--- src/rtl/relogio_bcd_param.sv ---
// HH:MM:SS BCD clock with preset load, hold, 12/24 h output and a rotating display selector.
// Optional alarm support is compiled in with `define ALARM_EN.
module relogio_bcd_param #(
  parameter int unsigned CLK_DIV = 10,
  parameter int unsigned DWELL_S = 15
) (
  input  logic       clk,
  input  logic       reset,
`ifdef ALARM_EN
  input  logic       al_set,
  input  logic [1:0] A_H1,
  input  logic [3:0] A_H0,
  input  logic [3:0] A_M1,
  input  logic [3:0] A_M0,
  input  logic       al_clr,
  output logic       alarm,
`endif
  input  logic       ld_time,
  input  logic [1:0] H_in1,
  input  logic [3:0] H_in0,
  input  logic [3:0] M_in1,
  input  logic [3:0] M_in0,
  input  logic [3:0] S_in1,
  input  logic [3:0] S_in0,
  input  logic       hold,
  input  logic       mode_12h,
  output logic       tick_1s,
  output logic       ld_err,
  output logic [1:0] H_out1,
  output logic [3:0] H_out0,
  output logic [3:0] M_out1,
  output logic [3:0] M_out0,
  output logic [3:0] S_out1,
  output logic [3:0] S_out0,
  output logic       pm,
  output logic [1:0] disp_mode,
  output logic [1:0] alt_H_out1,
  output logic [3:0] alt_H_out0,
  output logic [3:0] alt_M_out1,
  output logic [3:0] alt_M_out0,
  output logic [3:0] alt_S_out1,
  output logic [3:0] alt_S_out0
);

  localparam int unsigned DIV_W = $clog2(CLK_DIV);
  localparam int unsigned DWL_W = (DWELL_S > 1) ? $clog2(DWELL_S) : 1;

  typedef enum logic [1:0] {
    SHOW_S = 2'b00,
    SHOW_M = 2'b01,
    SHOW_H = 2'b10
  } disp_state_t;

  logic [DIV_W-1:0] r_div;
  logic [DWL_W-1:0] r_dwell;
  disp_state_t      r_state;
  disp_state_t      w_state_nxt;
  logic [1:0]       r_h1;
  logic [3:0]       r_h0, r_m1, r_m0, r_s1, r_s0;
  logic [1:0]       w_h1_n;
  logic [3:0]       w_h0_n, w_m1_n, w_m0_n, w_s1_n, w_s0_n;
  logic             r_ld_err;
  logic [1:0]       r_alt_h1;
  logic [3:0]       r_alt_h0, r_alt_m1, r_alt_m0, r_alt_s1, r_alt_s0;
  logic             w_tick;
  logic             w_ld_ok;
  logic             w_inc;
  logic             w_dwell_wrap;
  logic [4:0]       w_hbin;
  logic [4:0]       w_h12;

  assign w_tick  = (r_div == DIV_W'(CLK_DIV - 1));
  assign w_ld_ok = ((H_in1 < 2'd2 && H_in0 <= 4'd9) || (H_in1 == 2'd2 && H_in0 <= 4'd3)) &&
                   (M_in1 <= 4'd5) && (M_in0 <= 4'd9) && (S_in1 <= 4'd5) && (S_in0 <= 4'd9);
  assign w_inc   = w_tick && !hold && !ld_time;

  // 1 s divider; a successful load realigns the second boundary
  always_ff @(posedge clk) begin
    if (reset) begin
      r_div <= '0;
    end else if ((ld_time && w_ld_ok) || w_tick) begin
      r_div <= '0;
    end else begin
      r_div <= r_div + DIV_W'(1);
    end
  end

  // BCD ripple increment with per-digit carry
  always_comb begin
    w_s0_n = r_s0;
    w_s1_n = r_s1;
    w_m0_n = r_m0;
    w_m1_n = r_m1;
    w_h0_n = r_h0;
    w_h1_n = r_h1;
    if (r_s0 != 4'd9) begin
      w_s0_n = r_s0 + 4'd1;
    end else begin
      w_s0_n = '0;
      if (r_s1 != 4'd5) begin
        w_s1_n = r_s1 + 4'd1;
      end else begin
        w_s1_n = '0;
        if (r_m0 != 4'd9) begin
          w_m0_n = r_m0 + 4'd1;
        end else begin
          w_m0_n = '0;
          if (r_m1 != 4'd5) begin
            w_m1_n = r_m1 + 4'd1;
          end else begin
            w_m1_n = '0;
            if (r_h1 == 2'd2 && r_h0 == 4'd3) begin
              w_h1_n = '0;
              w_h0_n = '0;
            end else if (r_h0 == 4'd9) begin
              w_h0_n = '0;
              w_h1_n = r_h1 + 2'd1;
            end else begin
              w_h0_n = r_h0 + 4'd1;
            end
          end
        end
      end
    end
  end

  always_ff @(posedge clk) begin
    if (reset) begin
      r_h1 <= '0;
      r_h0 <= '0;
      r_m1 <= '0;
      r_m0 <= '0;
      r_s1 <= '0;
      r_s0 <= '0;
    end else if (ld_time) begin
      if (w_ld_ok) begin
        r_h1 <= H_in1;
        r_h0 <= H_in0;
        r_m1 <= M_in1;
        r_m0 <= M_in0;
        r_s1 <= S_in1;
        r_s0 <= S_in0;
      end
    end else if (w_inc) begin
      r_h1 <= w_h1_n;
      r_h0 <= w_h0_n;
      r_m1 <= w_m1_n;
      r_m0 <= w_m0_n;
      r_s1 <= w_s1_n;
      r_s0 <= w_s0_n;
    end
  end

  always_ff @(posedge clk) begin
    if (reset) begin
      r_ld_err <= 1'b0;
    end else begin
      r_ld_err <= ld_time && !w_ld_ok;
    end
  end

  // 12 h view is derived from the 24 h store and never written back
  always_comb begin
    w_hbin = 5'(r_h1) * 5'd10 + 5'(r_h0);
    if (w_hbin == 5'd0) begin
      w_h12 = 5'd12;
    end else if (w_hbin > 5'd12) begin
      w_h12 = w_hbin - 5'd12;
    end else begin
      w_h12 = w_hbin;
    end
    H_out1 = r_h1;
    H_out0 = r_h0;
    pm     = 1'b0;
    if (mode_12h) begin
      pm     = (w_hbin >= 5'd12);
      H_out1 = (w_h12 >= 5'd10) ? 2'd1 : 2'd0;
      H_out0 = (w_h12 >= 5'd10) ? 4'(w_h12 - 5'd10) : 4'(w_h12);
    end
  end

  assign M_out1  = r_m1;
  assign M_out0  = r_m0;
  assign S_out1  = r_s1;
  assign S_out0  = r_s0;
  assign tick_1s = w_tick;
  assign ld_err  = r_ld_err;

  always_ff @(posedge clk) begin
    if (reset) begin
      r_dwell <= '0;
    end else if (w_tick) begin
      r_dwell <= w_dwell_wrap ? '0 : r_dwell + DWL_W'(1);
    end
  end

  always_ff @(posedge clk) begin
    if (reset) begin
      r_state <= SHOW_S;
    end else begin
      r_state <= w_state_nxt;
    end
  end

  always_comb begin
    w_state_nxt  = r_state;
    w_dwell_wrap = w_tick && (r_dwell == DWL_W'(DWELL_S - 1));
    case (r_state)
      SHOW_S:  if (w_dwell_wrap) w_state_nxt = SHOW_M;
      SHOW_M:  if (w_dwell_wrap) w_state_nxt = SHOW_H;
      SHOW_H:  if (w_dwell_wrap) w_state_nxt = SHOW_S;
      default: w_state_nxt = SHOW_S;
    endcase
  end

  assign disp_mode = r_state;

  // Rotated digits: only the pair selected by the current state is passed
  always_ff @(posedge clk) begin
    if (reset) begin
      r_alt_h1 <= '0;
      r_alt_h0 <= '0;
      r_alt_m1 <= '0;
      r_alt_m0 <= '0;
      r_alt_s1 <= '0;
      r_alt_s0 <= '0;
    end else begin
      r_alt_s1 <= (r_state == SHOW_S) ? S_out1 : '0;
      r_alt_s0 <= (r_state == SHOW_S) ? S_out0 : '0;
      r_alt_m1 <= (r_state == SHOW_M) ? M_out1 : '0;
      r_alt_m0 <= (r_state == SHOW_M) ? M_out0 : '0;
      r_alt_h1 <= (r_state == SHOW_H) ? H_out1 : '0;
      r_alt_h0 <= (r_state == SHOW_H) ? H_out0 : '0;
    end
  end

  assign alt_H_out1 = r_alt_h1;
  assign alt_H_out0 = r_alt_h0;
  assign alt_M_out1 = r_alt_m1;
  assign alt_M_out0 = r_alt_m0;
  assign alt_S_out1 = r_alt_s1;
  assign alt_S_out0 = r_alt_s0;

`ifdef ALARM_EN
  logic [1:0] r_a_h1;
  logic [3:0] r_a_h0, r_a_m1, r_a_m0;
  logic       r_alarm;
  logic       w_al_hit;

  // Only a counted rollover into HH:MM:00 can fire the alarm
  assign w_al_hit = w_inc && (w_s1_n == 4'd0) && (w_s0_n == 4'd0) &&
                    (w_h1_n == r_a_h1) && (w_h0_n == r_a_h0) &&
                    (w_m1_n == r_a_m1) && (w_m0_n == r_a_m0);

  always_ff @(posedge clk) begin
    if (reset) begin
      r_a_h1  <= '0;
      r_a_h0  <= '0;
      r_a_m1  <= '0;
      r_a_m0  <= '0;
      r_alarm <= 1'b0;
    end else begin
      if (al_set) begin
        r_a_h1 <= A_H1;
        r_a_h0 <= A_H0;
        r_a_m1 <= A_M1;
        r_a_m0 <= A_M0;
      end
      if (al_clr) begin
        r_alarm <= 1'b0;
      end else if (w_al_hit) begin
        r_alarm <= 1'b1;
      end
    end
  end

  assign alarm = r_alarm;
`endif

endmodule

--- config.mk ---
export PLATFORM = sky130hd
export DESIGN_NAME = relogio_bcd_param
export DESIGN_NICKNAME = d
export VERILOG_FILES = /design/src/rtl/relogio_bcd_param.sv
export SDC_FILE = /design/constraint.sdc
export NUM_CORES = 1
export LEC_CHECK = 0
export CAP_MARGIN = 20
export CORE_ASPECT_RATIO = 0.6
export CORE_MARGIN = 2
export CORE_UTILIZATION = 31
export DETAILED_ROUTE_END_ITERATION = 10
export SLEW_MARGIN = 20
export SYNTH_ARGS = -nofsm -noshare
export SYNTH_HDL_FRONTEND = slang
export SYNTH_SLANG_ARGS = --single-unit
export TNS_END_PERCENT = 20
--- constraint.sdc ---
create_clock -name clk -period 10.33 [get_ports clk]
set_input_delay 1.5495 -clock clk [delete_from_list [all_inputs] [get_ports clk]]
set_output_delay 1.5495 -clock clk [all_outputs]
set_load 0.02 [all_outputs]
==> metrics.txt <==
H-tree levels=2; Critical Path Source Type=flop; vias in the first global route=between 2000 and 2500; post-DR wirelength/cell=roughly 14 µm; Worst Hold Class=reg -> reg; Reg2Reg Capture Point=alt_H_out0[2]$_SDFF_PP0_; Avg Cell Area, Syn=slightly below 8 µm²; initial antenna violation count=0; required time worst endpoint=about 8800 ps; footprint of the multi-input gates=approximately 1800 µm²; Clk pin slew, worst setup/hold paths=70 ps; Hold Buf Count CTS=0; Final Max Tran Viols=0; sequential share of the synthesized area=36.1%; DP Wirelength=approximately 6.0 mm; post-synth top area cell=dfxtp_1; Max-Cap Viols=0; met1 Use GR=a little under a quarter; sequential cell area=between 1000 and 1500 µm²; clk sinks=55; Post-synth EDFFs=0; Synth Register Bits=55; WS Path Type=reg -> out; post-CTS setup buffers=0; Antenna Nets Post-Route=0; Clock Path Buffers=2; ANT cells=0; Slew HR=38.4%; CTS tree=yes; Synth top area share=about 36%; syn nets=between 400 and 500; Leak=~1.4 nW; Min-Delay Endpoint=r_div[0]$_SDFF_PP0_; Final setup viols=0; drt initial violations=between 200 and 250; gr usage total=~15%; RSZ-0062 raised after global routing=false; drt first pass iters=4; reg2reg start=r_h0[1]$_SDFFE_PP0P_; Initial Util=32.6%; IO Port Bufs=75; worst r2r path cells=12; Reg2Reg Setup Slack=~6800 ps; core footprint=just over 9000 µm²; Post-Route WL=~8 mm; GPL Wtd Cong=between 0.8 and 0.9; Crit Path Max Fanout=11; met3 GRT Util=3.87%; Synth Cell Area=3050 µm²; Row Count=27; crit end category=primary output; Post-Route Setup TNS=0 ps; die span in y=approximately 81 µm; via/cell ratio=around 5; die width=around 130 µm; worst vdd ir=about 0.061 mV; global route hottest layer=met1; root buffer cell=clkbuf_16; Worst-Margin Slew=just over 900 ps; skew final=between 8 and 9 ps; Vias=~2900; Worst Min Path Start=r_div[0]$_SDFF_PP0_; worst skew pair latency=approximately 300 ps; total number of yosys warnings=0; power density over the cells=117 nW/µm²; post_cts resized=0; min Tclk post-route=5820 ps; grt met2 use=between 20% and 30%; status=complete, no violations; Num CTS Buffers=5; P&R area growth vs syn=33.0%; final hold slack=about 470 ps; Hold Vio Cnt, Final=0; Area contributors post-synth=dfxtp_1 (36%), mux2i_1 (6.9%), a21oi_1 (6.4%); fillers=approximately 950; fraction of layout cells with a size suffix above 1=under 10%; Async SR Flop Fraction=0%; Max Freq=around 170 MHz; Post-synth top cells=dfxtp_1 (55), nor2_1 (44), a21oi_1 (39); IO Pins=between 70 and 80; largest net degree at the start of global routing=between 50 and 60; first-pass GRT wire length=13.0 mm; CP arrival=between 4000 and 5000 ps; GR Overflow Total=0; crit share post-route=56.3%; Yosys cell types=between 50 and 60; commonest register cell after synthesis=dfxtp_1; Hold Path Cell Cnt=1; Die Area=10700 µm²; Post-route DRC=0; Mapped Cells=387; count leader, synth=dfxtp_1; Final nets=roughly 490
placed cells by master, fill, tap and decap left out, types with 2 or more instances in the layout:
cell type         n
and3_1            2
a22oi_1           3
or3_1             3
bufinv_16         2
and2_1           18
o31ai_1           5
clkbuf_16         5
nor3_1           11
o21a_1            2
a21oi_1          39
mux2i_1          21
nor4bb_1          5
o211ai_1          3
a31oi_1           6
nor2_1           44
or2_2             4
dfxtp_1          55
a211oi_1          4
clkdlybuf4s50_1  74
xor2_1            2
nand2_1          33
nand3b_1          4
nor3b_1           5
nor2b_1           3
nand2b_1          2
ha_1              9
nand3_1          11
inv_1            18
o21ai_0          28
xnor2_1           2
nor4b_1           2
layer usage:
metal,vias to the layer above,share of wire [%]
met2,83,39
li1,1484,-
met5,-,0
met4,0,0.30
met3,2,5.8
met1,1315,55
kinds of logic (layout without fill, tap and decap cells):
logic type | after synthesis | in the layout | synth area share (%)
simple gates | 153 | 153 | 25.7
compound gates | 103 | 103 | 20.0
flops | 55 | 55 | 36.1
buf+inv | 41 | 103 | 5.82
mux | 21 | 21 | 6.89
fa+ha+maj | 10 | 10 | 4.34
xor+xnor | 4 | 4 | 1.15
power by group:
part / total [mW] / switching [mW] / internal, mW
Clock: 0.224 / 0.0830 / 0.141
Combinational: 0.0356 / 0.0187 / 0.0169
Sequential: 0.215 / 0.00156 / 0.213
Total: 0.474 / 0.103 / 0.371
final cells by class:
cell class	count	area share, %
inverter	19	1.76
sequential	55	27.1
tap	130	4.01
timing repair buffer	76	18.6
multi-input combinational	291	43.7
clock inverter	3	1.76
clock buffer	5	3.08
worst max-delay path by stage:
stage                              start         to  depth (start not counted)
CTS                 r_h0[1]$_SDFFE_PP0P_  H_out0[2]                         14
floorplan           r_h1[0]$_SDFFE_PP0P_  H_out0[2]                         14
global route        r_h1[0]$_SDFFE_PP0P_  H_out0[2]                         14
detailed placement  r_h0[1]$_SDFFE_PP0P_  H_out0[2]                         14
global placement    r_h0[1]$_SDFFE_PP0P_  H_out0[2]                         14
finish              r_h0[1]$_SDFFE_PP0P_  H_out0[2]                         14
sequential cells by signal (all words and copies together), names as in the netlist:
register,flops
S_out0,4
alt_M_out1,4
alt_M_out0,4
alt_S_out0,4
ld_err,1
M_out0,4
alt_H_out0,4
alt_H_out1,2
M_out1,4
r_h0,4
r_div,4
alt_S_out1,4
disp_mode,2
r_h1,2
S_out1,4
r_dwell,4
worst max-delay path, cell delays in order (launching register included):
cell and delay (ps):
dfxtp_1 510, ha_1 230, inv_1 50, fa_1 510, inv_1 190, ha_1 270
nor3b_1 410, o21ai_0 220, o21a_1 220, ha_1 220, inv_1 100, a41oi_1 50
o21a_1 230, o21ai_0 160, clkdlybuf4s50_1 620
stage by stage:
stage | power (mW) | instances | setup slack, ps | utilization [%] | instance area, µm²
floorplan | 0.237 | 387 | 5630 | - | 3050
global placement | 0.255 | 571 | 5020 | 41.3 | 3860
detailed placement | 0.256 | 571 | 4910 | 41.3 | 3860
CTS | 0.478 | 579 | 4600 | 43.4 | 4060
global route | 0.492 | 579 | 4230 | 43.4 | 4060
finish | 0.474 | 579 | 4510 | 43.4 | 4060
Note: power is estimated with default switching activity, not from simulation.
